`src/rtl/wave_gen_pkg.sv`:
```
// Shared types and reset defaults for the multi-channel wave generator.
// Burst support is compiled in with WAVE_GEN_BURST_EN.
package wave_gen_pkg;

  // Internal datapath widths; the top-level CNT_W/BURST_W ports may be narrower.
  localparam int WG_CNT_W   = 16;
  localparam int WG_BURST_W = 8;

  typedef enum logic [1:0] {
    ST_IDLE = 2'd0,
    ST_RUN  = 2'd1,
    ST_HALT = 2'd2
  } chan_state_e;

  typedef struct packed {
    logic [WG_CNT_W-1:0]   period;
    logic [WG_CNT_W-1:0]   high;
    logic [WG_CNT_W-1:0]   phase;
    logic [WG_BURST_W-1:0] burst;
  } wave_cfg_t;

  localparam wave_cfg_t   WG_CFG_RESET   = '0;
  localparam chan_state_e WG_STATE_RESET = ST_IDLE;

endpackage

```
`src/rtl/multi_channel_wave_generator_if.sv`:
```
// Configuration write port of the multi-channel wave generator.
interface multi_channel_wave_generator_if #(
  parameter int NCH     = 4,
  parameter int CNT_W   = 16,
  parameter int BURST_W = 8
);
  localparam int CH_W = (NCH > 1) ? $clog2(NCH) : 1;

  // A write transfers on every rising clock edge where cfg_valid && cfg_ready;
  // cfg_ready depends only on cfg_ch and registered state, never on cfg_valid.
  logic               cfg_valid;
  logic               cfg_ready;
  logic [CH_W-1:0]    cfg_ch;
  logic [CNT_W-1:0]   cfg_period;
  logic [CNT_W-1:0]   cfg_high;
  logic [CNT_W-1:0]   cfg_phase;
  logic [BURST_W-1:0] cfg_burst;

  modport master (
    output cfg_valid, cfg_ch, cfg_period, cfg_high, cfg_phase, cfg_burst,
    input  cfg_ready
  );

  modport slave (
    input  cfg_valid, cfg_ch, cfg_period, cfg_high, cfg_phase, cfg_burst,
    output cfg_ready
  );
endinterface

```
`src/rtl/wave_gen_channel.sv`:
```
// One waveform channel: counter, IDLE/RUN/HALT FSM, shadow/pending config and
// registered outputs. HALT and the burst counter exist only with WAVE_GEN_BURST_EN.
module wave_gen_channel
  import wave_gen_pkg::*;
(
  input  logic        clk,
  input  logic        reset,
  input  logic        enable,
  input  logic        sync_start,
  input  logic        wr_en,
  input  wave_cfg_t   wr_cfg,
  output logic        pending,
  output logic        wave_out,
  output logic        period_tick,
  output logic        done,
  output chan_state_e state_dbg
);
  chan_state_e         state_q, state_d;
  wave_cfg_t           act_q, act_d, shd_q, shd_d, eff;
  logic                pend_q, pend_d;
  logic [WG_CNT_W-1:0] cnt_q, cnt_d, start_cnt;
  logic                wave_q, wave_d, tick_q, tick_d, done_q, done_d;
  logic                wrap, apply;
`ifdef WAVE_GEN_BURST_EN
  logic [WG_BURST_W-1:0] bcnt_q, bcnt_d;
  logic                  last_period;
`else
  logic                  unused_burst;
  assign unused_burst = ^act_q.burst;
`endif

  assign wrap      = (state_q == ST_RUN) && (cnt_q == act_q.period);
  assign apply     = pend_q && (sync_start || wrap || (state_q != ST_RUN));
  // Values in force after this edge; the start phase is clamped against them.
  assign eff       = apply ? shd_q : act_q;
  assign start_cnt = (eff.phase > eff.period) ? '0 : eff.phase;
`ifdef WAVE_GEN_BURST_EN
  assign last_period = (act_q.burst != '0) && (bcnt_q == act_q.burst - WG_BURST_W'(1));
`endif

  always_comb begin
    state_d = state_q;
    cnt_d   = cnt_q;
    act_d   = act_q;
    shd_d   = shd_q;
    pend_d  = pend_q;
    tick_d  = 1'b0;
    done_d  = 1'b0;
    wave_d  = 1'b0;
`ifdef WAVE_GEN_BURST_EN
    bcnt_d  = bcnt_q;
`endif
    if (apply) begin
      act_d  = shd_q;
      pend_d = 1'b0;
    end
    // A write landing with an apply stays pending for the next apply event.
    if (wr_en) begin
      shd_d  = wr_cfg;
      pend_d = 1'b1;
    end
    if (!enable) begin
      state_d = ST_IDLE;
      cnt_d   = '0;
    end else begin
      unique case (state_q)
        ST_IDLE: begin
          state_d = ST_RUN;
          cnt_d   = start_cnt;
`ifdef WAVE_GEN_BURST_EN
          bcnt_d  = '0;
`endif
        end
        ST_RUN: begin
          if (sync_start) begin
            cnt_d  = start_cnt;
`ifdef WAVE_GEN_BURST_EN
            bcnt_d = '0;
`endif
          end else if (wrap) begin
            cnt_d  = '0;
            tick_d = 1'b1;
`ifdef WAVE_GEN_BURST_EN
            if (last_period) begin
              state_d = ST_HALT;
              done_d  = 1'b1;
            end else if (act_q.burst != '0) begin
              bcnt_d = bcnt_q + WG_BURST_W'(1);
            end
`endif
          end else begin
            cnt_d = cnt_q + WG_CNT_W'(1);
          end
        end
        default: begin
        end
      endcase
    end
    wave_d = (state_d == ST_RUN) && (cnt_d < act_d.high);
  end

  always_ff @(posedge clk) begin
    if (reset) begin
      state_q <= WG_STATE_RESET;
      act_q   <= WG_CFG_RESET;
      shd_q   <= WG_CFG_RESET;
      pend_q  <= 1'b0;
      cnt_q   <= '0;
      wave_q  <= 1'b0;
      tick_q  <= 1'b0;
      done_q  <= 1'b0;
`ifdef WAVE_GEN_BURST_EN
      bcnt_q  <= '0;
`endif
    end else begin
      state_q <= state_d;
      act_q   <= act_d;
      shd_q   <= shd_d;
      pend_q  <= pend_d;
      cnt_q   <= cnt_d;
      wave_q  <= wave_d;
      tick_q  <= tick_d;
      done_q  <= done_d;
`ifdef WAVE_GEN_BURST_EN
      bcnt_q  <= bcnt_d;
`endif
    end
  end

  assign pending     = pend_q;
  assign wave_out    = wave_q;
  assign period_tick = tick_q;
  assign done        = done_q;
  assign state_dbg   = state_q;
endmodule

```
`src/rtl/multi_channel_wave_generator.sv`:
```
// NCH independent programmable waveform channels behind one config write port.
// Define WAVE_GEN_BURST_EN to enable burst mode (HALT state and done pulses).
module multi_channel_wave_generator
  import wave_gen_pkg::*;
#(
  parameter int NCH     = 4,
  parameter int CNT_W   = WG_CNT_W,
  parameter int BURST_W = WG_BURST_W
) (
  input  logic                         clk,
  input  logic                         reset,
  input  logic [NCH-1:0]               enable,
  input  logic                         sync_start,
  multi_channel_wave_generator_if.slave cfg,
  output logic [NCH-1:0]               wave_out,
  output logic [NCH-1:0]               period_tick,
  output logic [NCH-1:0]               done,
  output logic [2*NCH-1:0]             chan_state_dbg
);
  localparam int CH_W = (NCH > 1) ? $clog2(NCH) : 1;

  logic [NCH-1:0]     pending;
  logic [NCH-1:0]     wr_en;
  logic               ready_c;
  logic [CNT_W-1:0]   in_period, in_high, in_phase;
  logic [BURST_W-1:0] in_burst;
  wave_cfg_t          wr_cfg;

  assign in_period     = cfg.cfg_period;
  assign in_high       = cfg.cfg_high;
  assign in_phase      = cfg.cfg_phase;
  assign in_burst      = cfg.cfg_burst;
  assign wr_cfg.period = WG_CNT_W'(in_period);
  assign wr_cfg.high   = WG_CNT_W'(in_high);
  assign wr_cfg.phase  = WG_CNT_W'(in_phase);
  assign wr_cfg.burst  = WG_BURST_W'(in_burst);

  // Addresses with no channel behind them stay ready so writes drain and drop.
  always_comb begin
    ready_c = 1'b1;
    for (int i = 0; i < NCH; i++) begin
      if (cfg.cfg_ch == CH_W'(i)) ready_c = !pending[i];
    end
  end
  assign cfg.cfg_ready = ready_c;

  for (genvar g = 0; g < NCH; g++) begin : g_ch
    chan_state_e st;

    assign wr_en[g] = cfg.cfg_valid && !pending[g] && (cfg.cfg_ch == CH_W'(g));

    wave_gen_channel u_ch (
      .clk         (clk),
      .reset       (reset),
      .enable      (enable[g]),
      .sync_start  (sync_start),
      .wr_en       (wr_en[g]),
      .wr_cfg      (wr_cfg),
      .pending     (pending[g]),
      .wave_out    (wave_out[g]),
      .period_tick (period_tick[g]),
      .done        (done[g]),
      .state_dbg   (st)
    );

    assign chan_state_dbg[2*g +: 2] = st;
  end
endmodule

```
`src/flat_wrapper.sv`:
```
// flat-port wrapper written by rule: the top's interface ports become plain ports
module multi_channel_wave_generator_flat import wave_gen_pkg::*;
#(
  parameter int NCH     = 4,
  parameter int CNT_W   = WG_CNT_W,
  parameter int BURST_W = WG_BURST_W
)
  (clk, reset, enable, sync_start, wave_out, period_tick, done, chan_state_dbg, cfg_cfg_valid, cfg_cfg_ch, cfg_cfg_period, cfg_cfg_high, cfg_cfg_phase, cfg_cfg_burst, cfg_cfg_ready);
  multi_channel_wave_generator_if #(.NCH(NCH), .CNT_W(CNT_W), .BURST_W(BURST_W)) cfg_i ();
  input  logic clk;
  input  logic reset;
  input  logic [NCH-1:0] enable;
  input  logic sync_start;
  output logic [NCH-1:0] wave_out;
  output logic [NCH-1:0] period_tick;
  output logic [NCH-1:0] done;
  output logic [2*NCH-1:0] chan_state_dbg;
  input wire logic [$bits(cfg_i.cfg_valid)-1:0] cfg_cfg_valid;
  input wire logic [$bits(cfg_i.cfg_ch)-1:0] cfg_cfg_ch;
  input wire logic [$bits(cfg_i.cfg_period)-1:0] cfg_cfg_period;
  input wire logic [$bits(cfg_i.cfg_high)-1:0] cfg_cfg_high;
  input wire logic [$bits(cfg_i.cfg_phase)-1:0] cfg_cfg_phase;
  input wire logic [$bits(cfg_i.cfg_burst)-1:0] cfg_cfg_burst;
  output wire logic [$bits(cfg_i.cfg_ready)-1:0] cfg_cfg_ready;
  assign cfg_i.cfg_valid = cfg_cfg_valid;
  assign cfg_i.cfg_ch = cfg_cfg_ch;
  assign cfg_i.cfg_period = cfg_cfg_period;
  assign cfg_i.cfg_high = cfg_cfg_high;
  assign cfg_i.cfg_phase = cfg_cfg_phase;
  assign cfg_i.cfg_burst = cfg_cfg_burst;
  assign cfg_cfg_ready = cfg_i.cfg_ready;
  multi_channel_wave_generator #(.NCH(NCH), .CNT_W(CNT_W), .BURST_W(BURST_W)) u_core (.clk(clk), .reset(reset), .enable(enable), .sync_start(sync_start), .cfg(cfg_i), .wave_out(wave_out), .period_tick(period_tick), .done(done), .chan_state_dbg(chan_state_dbg));
endmodule
```
`config.mk`:
```
export PLATFORM = sky130hd
export DESIGN_NAME = multi_channel_wave_generator_flat
export DESIGN_NICKNAME = d
export VERILOG_FILES = /design/src/rtl/wave_gen_pkg.sv /design/src/rtl/multi_channel_wave_generator_if.sv /design/src/rtl/wave_gen_channel.sv /design/src/rtl/multi_channel_wave_generator.sv /design/src/flat_wrapper.sv
export SDC_FILE = /design/constraint.sdc
export NUM_CORES = 1
export LEC_CHECK = 0
export CAP_MARGIN = 20
export CORE_AREA = 2 2 237 239
export DETAILED_ROUTE_END_ITERATION = 12
export DIE_AREA = 0 0 239 241
export HOLD_SLACK_MARGIN = 0.1
export PLACE_DENSITY = 0.65
export SETUP_SLACK_MARGIN = 0.1
export SLEW_MARGIN = 25
export SYNTH_ARGS = -nofsm -noshare
export SYNTH_HDL_FRONTEND = slang
export SYNTH_HIERARCHICAL = 1
export SYNTH_SLANG_ARGS = --single-unit
export TNS_END_PERCENT = 50
```
`constraint.sdc`:
```
create_clock -name clk -period 6.7 [get_ports clk]
set_input_delay 0.67 -clock clk [delete_from_list [all_inputs] [get_ports clk]]
set_output_delay 0.67 -clock clk [all_outputs]
set_load 0.005 [all_outputs]
```
==> metrics, run 1 <==
outcome=completed; crit path kind=register to register; PwrDens=245 nW/um^2; Via density=5.60; Pleak=0.0106 uW; Sw Ratio=24.9%; Hold Path Cell Cnt=2; fraction of registers with async set/reset=0%; CTS tree=built; wire length on met1=32.7 mm; Non-Filler Instances=3333; number of nets in the layout=2785; Post-Place Cells=3235; Crit Path Max Fanout=10; synthesized flop and latch total=468; worst slew pin tran=1.03 ns; # rows=86; post-synthesis cell type count=77; H-tree levels=2; initial antenna violation count=1; Reg2Reg Launch Point=u_core/g_ch[1].u_ch/cnt_q[11]; clk_skew=0.0172 ns; RSZ-0062 raised after global routing=true; DRT Pass-1 Iters=6; crit path DAT=6.70 ns; Comb power frac=10.3%; CP Capture Type=register; dpl cell area=25100 sq um; Die X=239 um; Skew-Pair Late Insertion Delay=0.60 ns; Mapped Nets=2715; Top Metal Used=met4; final setup violation count=0; hold_sp=reset; WL met2=30.9 mm; number of CTS-inserted buffers=50; starting density of the core=42.9%; area grow syn2layout=14.9%; Max Fclk=162 MHz; WHS Endpoint=u_core/g_ch[2].u_ch/pending; total track usage=24.3%; R2R setup slack=0.52 ns; Port Buffers=74; DRC Markers=0; Tmin final=6.18 ns; Hold WC Path Type=input pin to register; synthesized area=23500 sq um; number of synthesized flops with an enable pin=0; gr ovfl total=0; Die Ht=241 um; Clock Tree Buf Depth=3; Sw Pwr=1650 uW; fin crit share=92.3%; DR WL/cell=21.3 um; Root Driver=clkbuf_16; Reg power frac=43.3%; Clock Power Share=46.4%; Core Region=54900 sq um; synth warn=6; mean post-synth cell area=9.34 sq um; routed wl met3=3.95 mm; Worst Setup SP=u_core/g_ch[1].u_ch/cnt_q[11]; Worst slew margin=30.9%; DRT antenna net count=0; RR Endpoint=u_core/g_ch[1].u_ch/wave_out; post-cts hold buffer count=0; maxcap violations=0; pre-CTS setup slack=0.272 ns; vias in the first global route=17.9k; Synth top area share=39.8%; fraction of layout cells with a size suffix above 1=10.0%; CP Launch Type=register; largest net degree at the start of global routing=164; top-level I/O count=87; Final TNS setup=0 ns; design area=27100 sq um; main area contributors after synthesis=dfxtp_1 40%, mux2i_1 15%, nor2_1 7.2%; CTS sink cnt=468; internal power=4980 uW; count leader, synth=dfxtp_1; # fillers=5135; Fin. Hold Viols=0; fin worst setup slack=0.515 ns; Mapped Cells=2521; register area share after synthesis=39.8%; Post-synth top cells=468 x dfxtp_1, 454 x nor2_1, 350 x mux2i_1; die area=57600 sq um; clock slew at reported path FFs=0.06 ns; antenna fix cells=0; routed via count=18.7k; first-pass GRT wire length=107 mm; Hold Slack=0.404 ns; max-slew violation count=0; Iter 0 DRT Violations=1410; critical path required time=7.21 ns; hpwl dp=50.7 mm; Routed WL=71.1 mm; peak supply drop=227 uV; gp weighted congestion=0.903; Top FF cell, synth=dfxtp_1; cell taking the most area after synthesis=dfxtp_1; Reg2Reg Depth=23
## cell usage in the layout, fill, tap and decap left out, drive strengths merged, types with 22 or more instances in the layout
cell,synthesis,layout
a211oi,22,22
o21ai,42,43
mux2i,352,352
mux2,29,29
nor2,454,454
clkbuf,79,69
inv,63,63
nor3,43,43
clkdlybuf4s50,0,73
o21a,25,25
nand4,56,56
nand2,71,71
nor4,49,49
xnor2,60,60
nor2b,81,81
dfxtp,468,468
nand3,53,53
ha,128,128
a21o,22,22
buf,67,90
a21oi,93,93
xor2,56,56
and3,26,26
## power groups by stage
stage	combinational, uW	clock (uW)	sequential (uW)
floorplan	423	0	2920
global placement	656	0	2930
detailed placement	666	0	2940
CTS	669	3130	2870
global route	728	3230	2880
finish	681	3080	2870
## registers in the layout, indices dropped and copies added, names as in the netlist
name                          count
u_core/g_ch.u_ch/act_q          192
u_core/g_ch.u_ch/shd_q          192
u_core/g_ch.u_ch/cnt_q           64
u_core/g_ch.u_ch/state_dbg        8
u_core/g_ch.u_ch/pending          4
u_core/g_ch.u_ch/period_tick      4
u_core/g_ch.u_ch/wave_out         4
## kinds of logic after synthesis
family | Yosys count | synth area share [%]
buffers and inverters | 209 | 4.16
flip-flops | 468 | 39.8
other | 4 | 0.0638
multiplexers | 382 | 16.5
AO/OA/AOI/OAI | 304 | 9.47
XOR/XNOR | 116 | 4.51
adder cells (fa/ha/maj) | 128 | 6.80
AND/OR/NAND/NOR | 910 | 18.7
## layer usage
metal | up-vias | GRT usage (%)
li1 | 9028 | -
met1 | 8918 | 33.0
met2 | 570 | 38.2
met3 | 137 | 3.28
met4 | 0 | 11.7
met5 | - | 0
## through the flow
stage	power [uW]	util [%]
floorplan	3340	-
global placement	3590	45.8
detailed placement	3600	45.8
CTS	6680	49.1
global route	6840	49.3
finish	6630	49.3
## worst max-delay path by stage
stage | end | slack, ns
4_1_cts | u_core/g_ch[2].u_ch/wave_out | 0.23
5_1_grt | u_core/g_ch[2].u_ch/wave_out | 0.07
6_report | u_core/g_ch[1].u_ch/wave_out | 0.52
2_1_floorplan | u_core/g_ch[1].u_ch/wave_out | 1.35
3_5_place_dp | u_core/g_ch[2].u_ch/wave_out | 0.27
3_3_place_gp | u_core/g_ch[2].u_ch/wave_out | 0.28
## final cells by class
class / count / area, sq um / area share (%)
tap: 704 / 881 / 3.26
timing repair buffer: 163 / 1490 / 5.50
clock inverter: 21 / 340 / 1.26
sequential: 468 / 9370 / 34.6
multi-input combinational: 1845 / 13300 / 49.0
clock buffer: 69 / 1490 / 5.49
inverter: 63 / 236 / 0.874
## worst max-delay path, stage by stage (launching register included)
cell      delay [ns]
dfxtp_1         0.50
xor2_1          0.14
nor4_1          0.43
nand3_1         0.36
o21ai_4         0.51
mux2_2          0.46
ha_1            0.30
nand4_1         0.16
nor4_1          0.31
buf_4           0.17
inv_1           0.04
o311a_1         0.18
o31ai_1         0.32
buf_4           0.22
a21oi_1         0.07
nor4_1          0.43
ha_1            0.34
a21o_1          0.16
a21o_1          0.17
a21oi_1         0.19
nor3_1          0.07
a211oi_1        0.22
o21ai_0         0.15
a311oi_1        0.20
## what timing repair did
| action | 4_1_cts | 5_1_grt |
|---|---|---|
| setup buffers | 0 | 6 |
| resized for setup | 0 | 2 |
| setup endpoints to repair | 0 | 3 |
No activity file was read; power rests on OpenSTA's default activity.
==> inputs of run 2 (changes only) <==
--- a/config.mk
+++ b/config.mk
@@ -12,7 +12,7 @@
 export HOLD_SLACK_MARGIN = 0.1
 export PLACE_DENSITY = 0.65
 export SETUP_SLACK_MARGIN = 0.1
-export SLEW_MARGIN = 25
+export SLEW_MARGIN = 20
 export SYNTH_ARGS = -nofsm -noshare
 export SYNTH_HDL_FRONTEND = slang
 export SYNTH_HIERARCHICAL = 1
==> metrics, run 2 (synthesized netlist as in run 1, its figures left out) <==
CTS sink cnt=468 (unchanged); CTS tree=built (unchanged); Die Ht=241 um (unchanged); PwrDens=245 nW/um^2 (about the same); DRT Pass-1 Iters=7 (was 6); DRT antenna net count=0 (unchanged); Clock Tree Buf Depth=3 (unchanged); crit path DAT=6.70 ns (about the same); CP Capture Type=register (unchanged); RR Endpoint=u_core/g_ch[1].u_ch/wave_out (unchanged); clock slew at reported path FFs=0.06 ns (about the same); initial antenna violation count=1 (unchanged); clk_skew=0.0199 ns (was 0.0172 ns); Hold WC Path Type=input pin to register (unchanged); commonest non-fill, non-tap cell in the layout=dfxtp_1 (unchanged); gr ovfl total=0 (unchanged); critical path required time=7.21 ns (about the same); Die X=239 um (unchanged); Crit Path Max Fanout=10 (unchanged); Reg2Reg Depth=23 (unchanged); fraction of layout cells with a size suffix above 1=9.97% (was 10.0%); outcome=completed (unchanged); routed via count=18.7k (about the same); commonest cells after routing, fill and taps aside=468 x dfxtp_1, 454 x nor2_1, 350 x mux2i_1, 128 x ha_1, 93 x a21oi_1 (unchanged); Skew-Pair Late Insertion Delay=0.60 ns (about the same); DRC Markers=0 (unchanged); first-pass GRT wire length=107 mm (unchanged); WHS Endpoint=u_core/g_ch[2].u_ch/pending (unchanged); largest net degree at the start of global routing=164 (unchanged); post-cts hold buffer count=0 (unchanged); R2R setup slack=0.51 ns (was 0.52 ns); max-slew violation count=0 (unchanged); H-tree levels=2 (unchanged); Core Region=54900 sq um (unchanged); Worst slew margin=29.7% (was 30.9%); vias in the first global route=17.9k (unchanged); die area=57600 sq um (unchanged); Tmin final=6.19 ns (was 6.18 ns); fin crit share=92.3% (about the same); Pleak=0.0106 uW (about the same); # rows=86 (unchanged); Final TNS setup=0 ns (unchanged); Root Driver=clkbuf_16 (unchanged); number of nets in the layout=2784 (was 2785); Port Buffers=74 (unchanged); crit path kind=register to register (unchanged); Via density=5.61 (was 5.60); fin worst setup slack=0.515 ns (about the same); biggest registers after layout=u_core/g_ch.u_ch/act_q x192, u_core/g_ch.u_ch/shd_q x192, u_core/g_ch.u_ch/cnt_q x64 (unchanged); final setup violation count=0 (unchanged); CP Launch Type=register (unchanged); maxcap violations=0 (unchanged); starting density of the core=42.9% (unchanged); Fin. Hold Viols=0 (unchanged); total track usage=24.3% (unchanged); Iter 0 DRT Violations=1393 (was 1410); area grow syn2layout=14.8% (was 14.9%); Max Fclk=162 MHz (about the same); number of CTS-inserted buffers=50 (unchanged); RSZ-0062 raised after global routing=true (unchanged); antenna fix cells=0 (unchanged); worst slew pin tran=1.05 ns (was 1.03 ns); hold_sp=reset (unchanged); pre-CTS setup slack=0.272 ns (unchanged); gp weighted congestion=0.903 (unchanged); top-level I/O count=87 (unchanged); peak supply drop=228 uV (was 227 uV); Hold Path Cell Cnt=2 (unchanged); DR WL/cell=21.3 um (about the same); Reg2Reg Launch Point=u_core/g_ch[1].u_ch/cnt_q[11] (unchanged); Routed WL=71.1 mm (about the same); hpwl dp=50.7 mm (unchanged)
## run 2: stage by stage
stage	cell area (sq um)	total power (uW)	utilization, %	hold slack [ns]	std cells
global route	27000	6840	49.3	0.401	3332
detailed placement	25100	3600	45.8	0.478	3235
finish	27000	6630	49.3	0.405	3332
CTS	26900	6680	49.1	0.374	3325
global placement	25100	3590	45.8	0.468	3235
floorplan	23500	3340	-	0.452	2521
## run 2: power by group
group,switching (uW),internal [uW]
sequential,38.4,2840
combinational,424,256
clock,1190,1890
## run 2: final cells by class
class                           count  area, sq um
Clock buffer                       69         1490
Clock inverter                     21          340
Fill cell                        5137        27800
Inverter                           63          236
Multi-Input combinational cell   1845        13300
Sequential cell                   468         9370
Tap cell                          704          881
Timing Repair Buffer              162         1470
## run 2: how the worst max path moves through the flow
stage	endpoint	start	cells after the start
global placement	u_core/g_ch[2].u_ch/wave_out	u_core/g_ch[2].u_ch/cnt_q[10]	23
global route	u_core/g_ch[2].u_ch/wave_out	u_core/g_ch[2].u_ch/cnt_q[6]	26
finish	u_core/g_ch[1].u_ch/wave_out	u_core/g_ch[1].u_ch/cnt_q[11]	23
floorplan	u_core/g_ch[1].u_ch/wave_out	u_core/g_ch[1].u_ch/cnt_q[0]	25
CTS	u_core/g_ch[2].u_ch/wave_out	u_core/g_ch[2].u_ch/cnt_q[10]	24
detailed placement	u_core/g_ch[2].u_ch/wave_out	u_core/g_ch[2].u_ch/cnt_q[10]	24
## run 2: routing by layer
| metal | global-route usage [%] | wire length, um |
|---|---|---|
| met1 | 33.0 | 32700 |
| met2 | 38.2 | 30900 |
| met3 | 3.28 | 3970 |
| met4 | 11.7 | 3540 |
| met5 | 0 | 0 |
## run 2: what timing repair did
action,CTS,global route
setup endpoints to repair,0,3
buffers inserted,0,6
gates resized for setup,0,2
## run 2: worst max-delay path: stages, from the launching register on
cell	delay (ns)
dfxtp_1	0.50
xor2_1	0.14
nor4_1	0.43
nand3_1	0.36
o21ai_4	0.51
mux2_2	0.46
ha_1	0.30
nand4_1	0.16
nor4_1	0.31
buf_4	0.17
inv_1	0.04
o311a_1	0.18
o31ai_1	0.31
buf_4	0.23
a21oi_1	0.07
nor4_1	0.43
ha_1	0.33
a21o_1	0.16
a21o_1	0.17
a21oi_1	0.18
nor3_1	0.07
a211oi_1	0.22
o21ai_0	0.15
a311oi_1	0.20
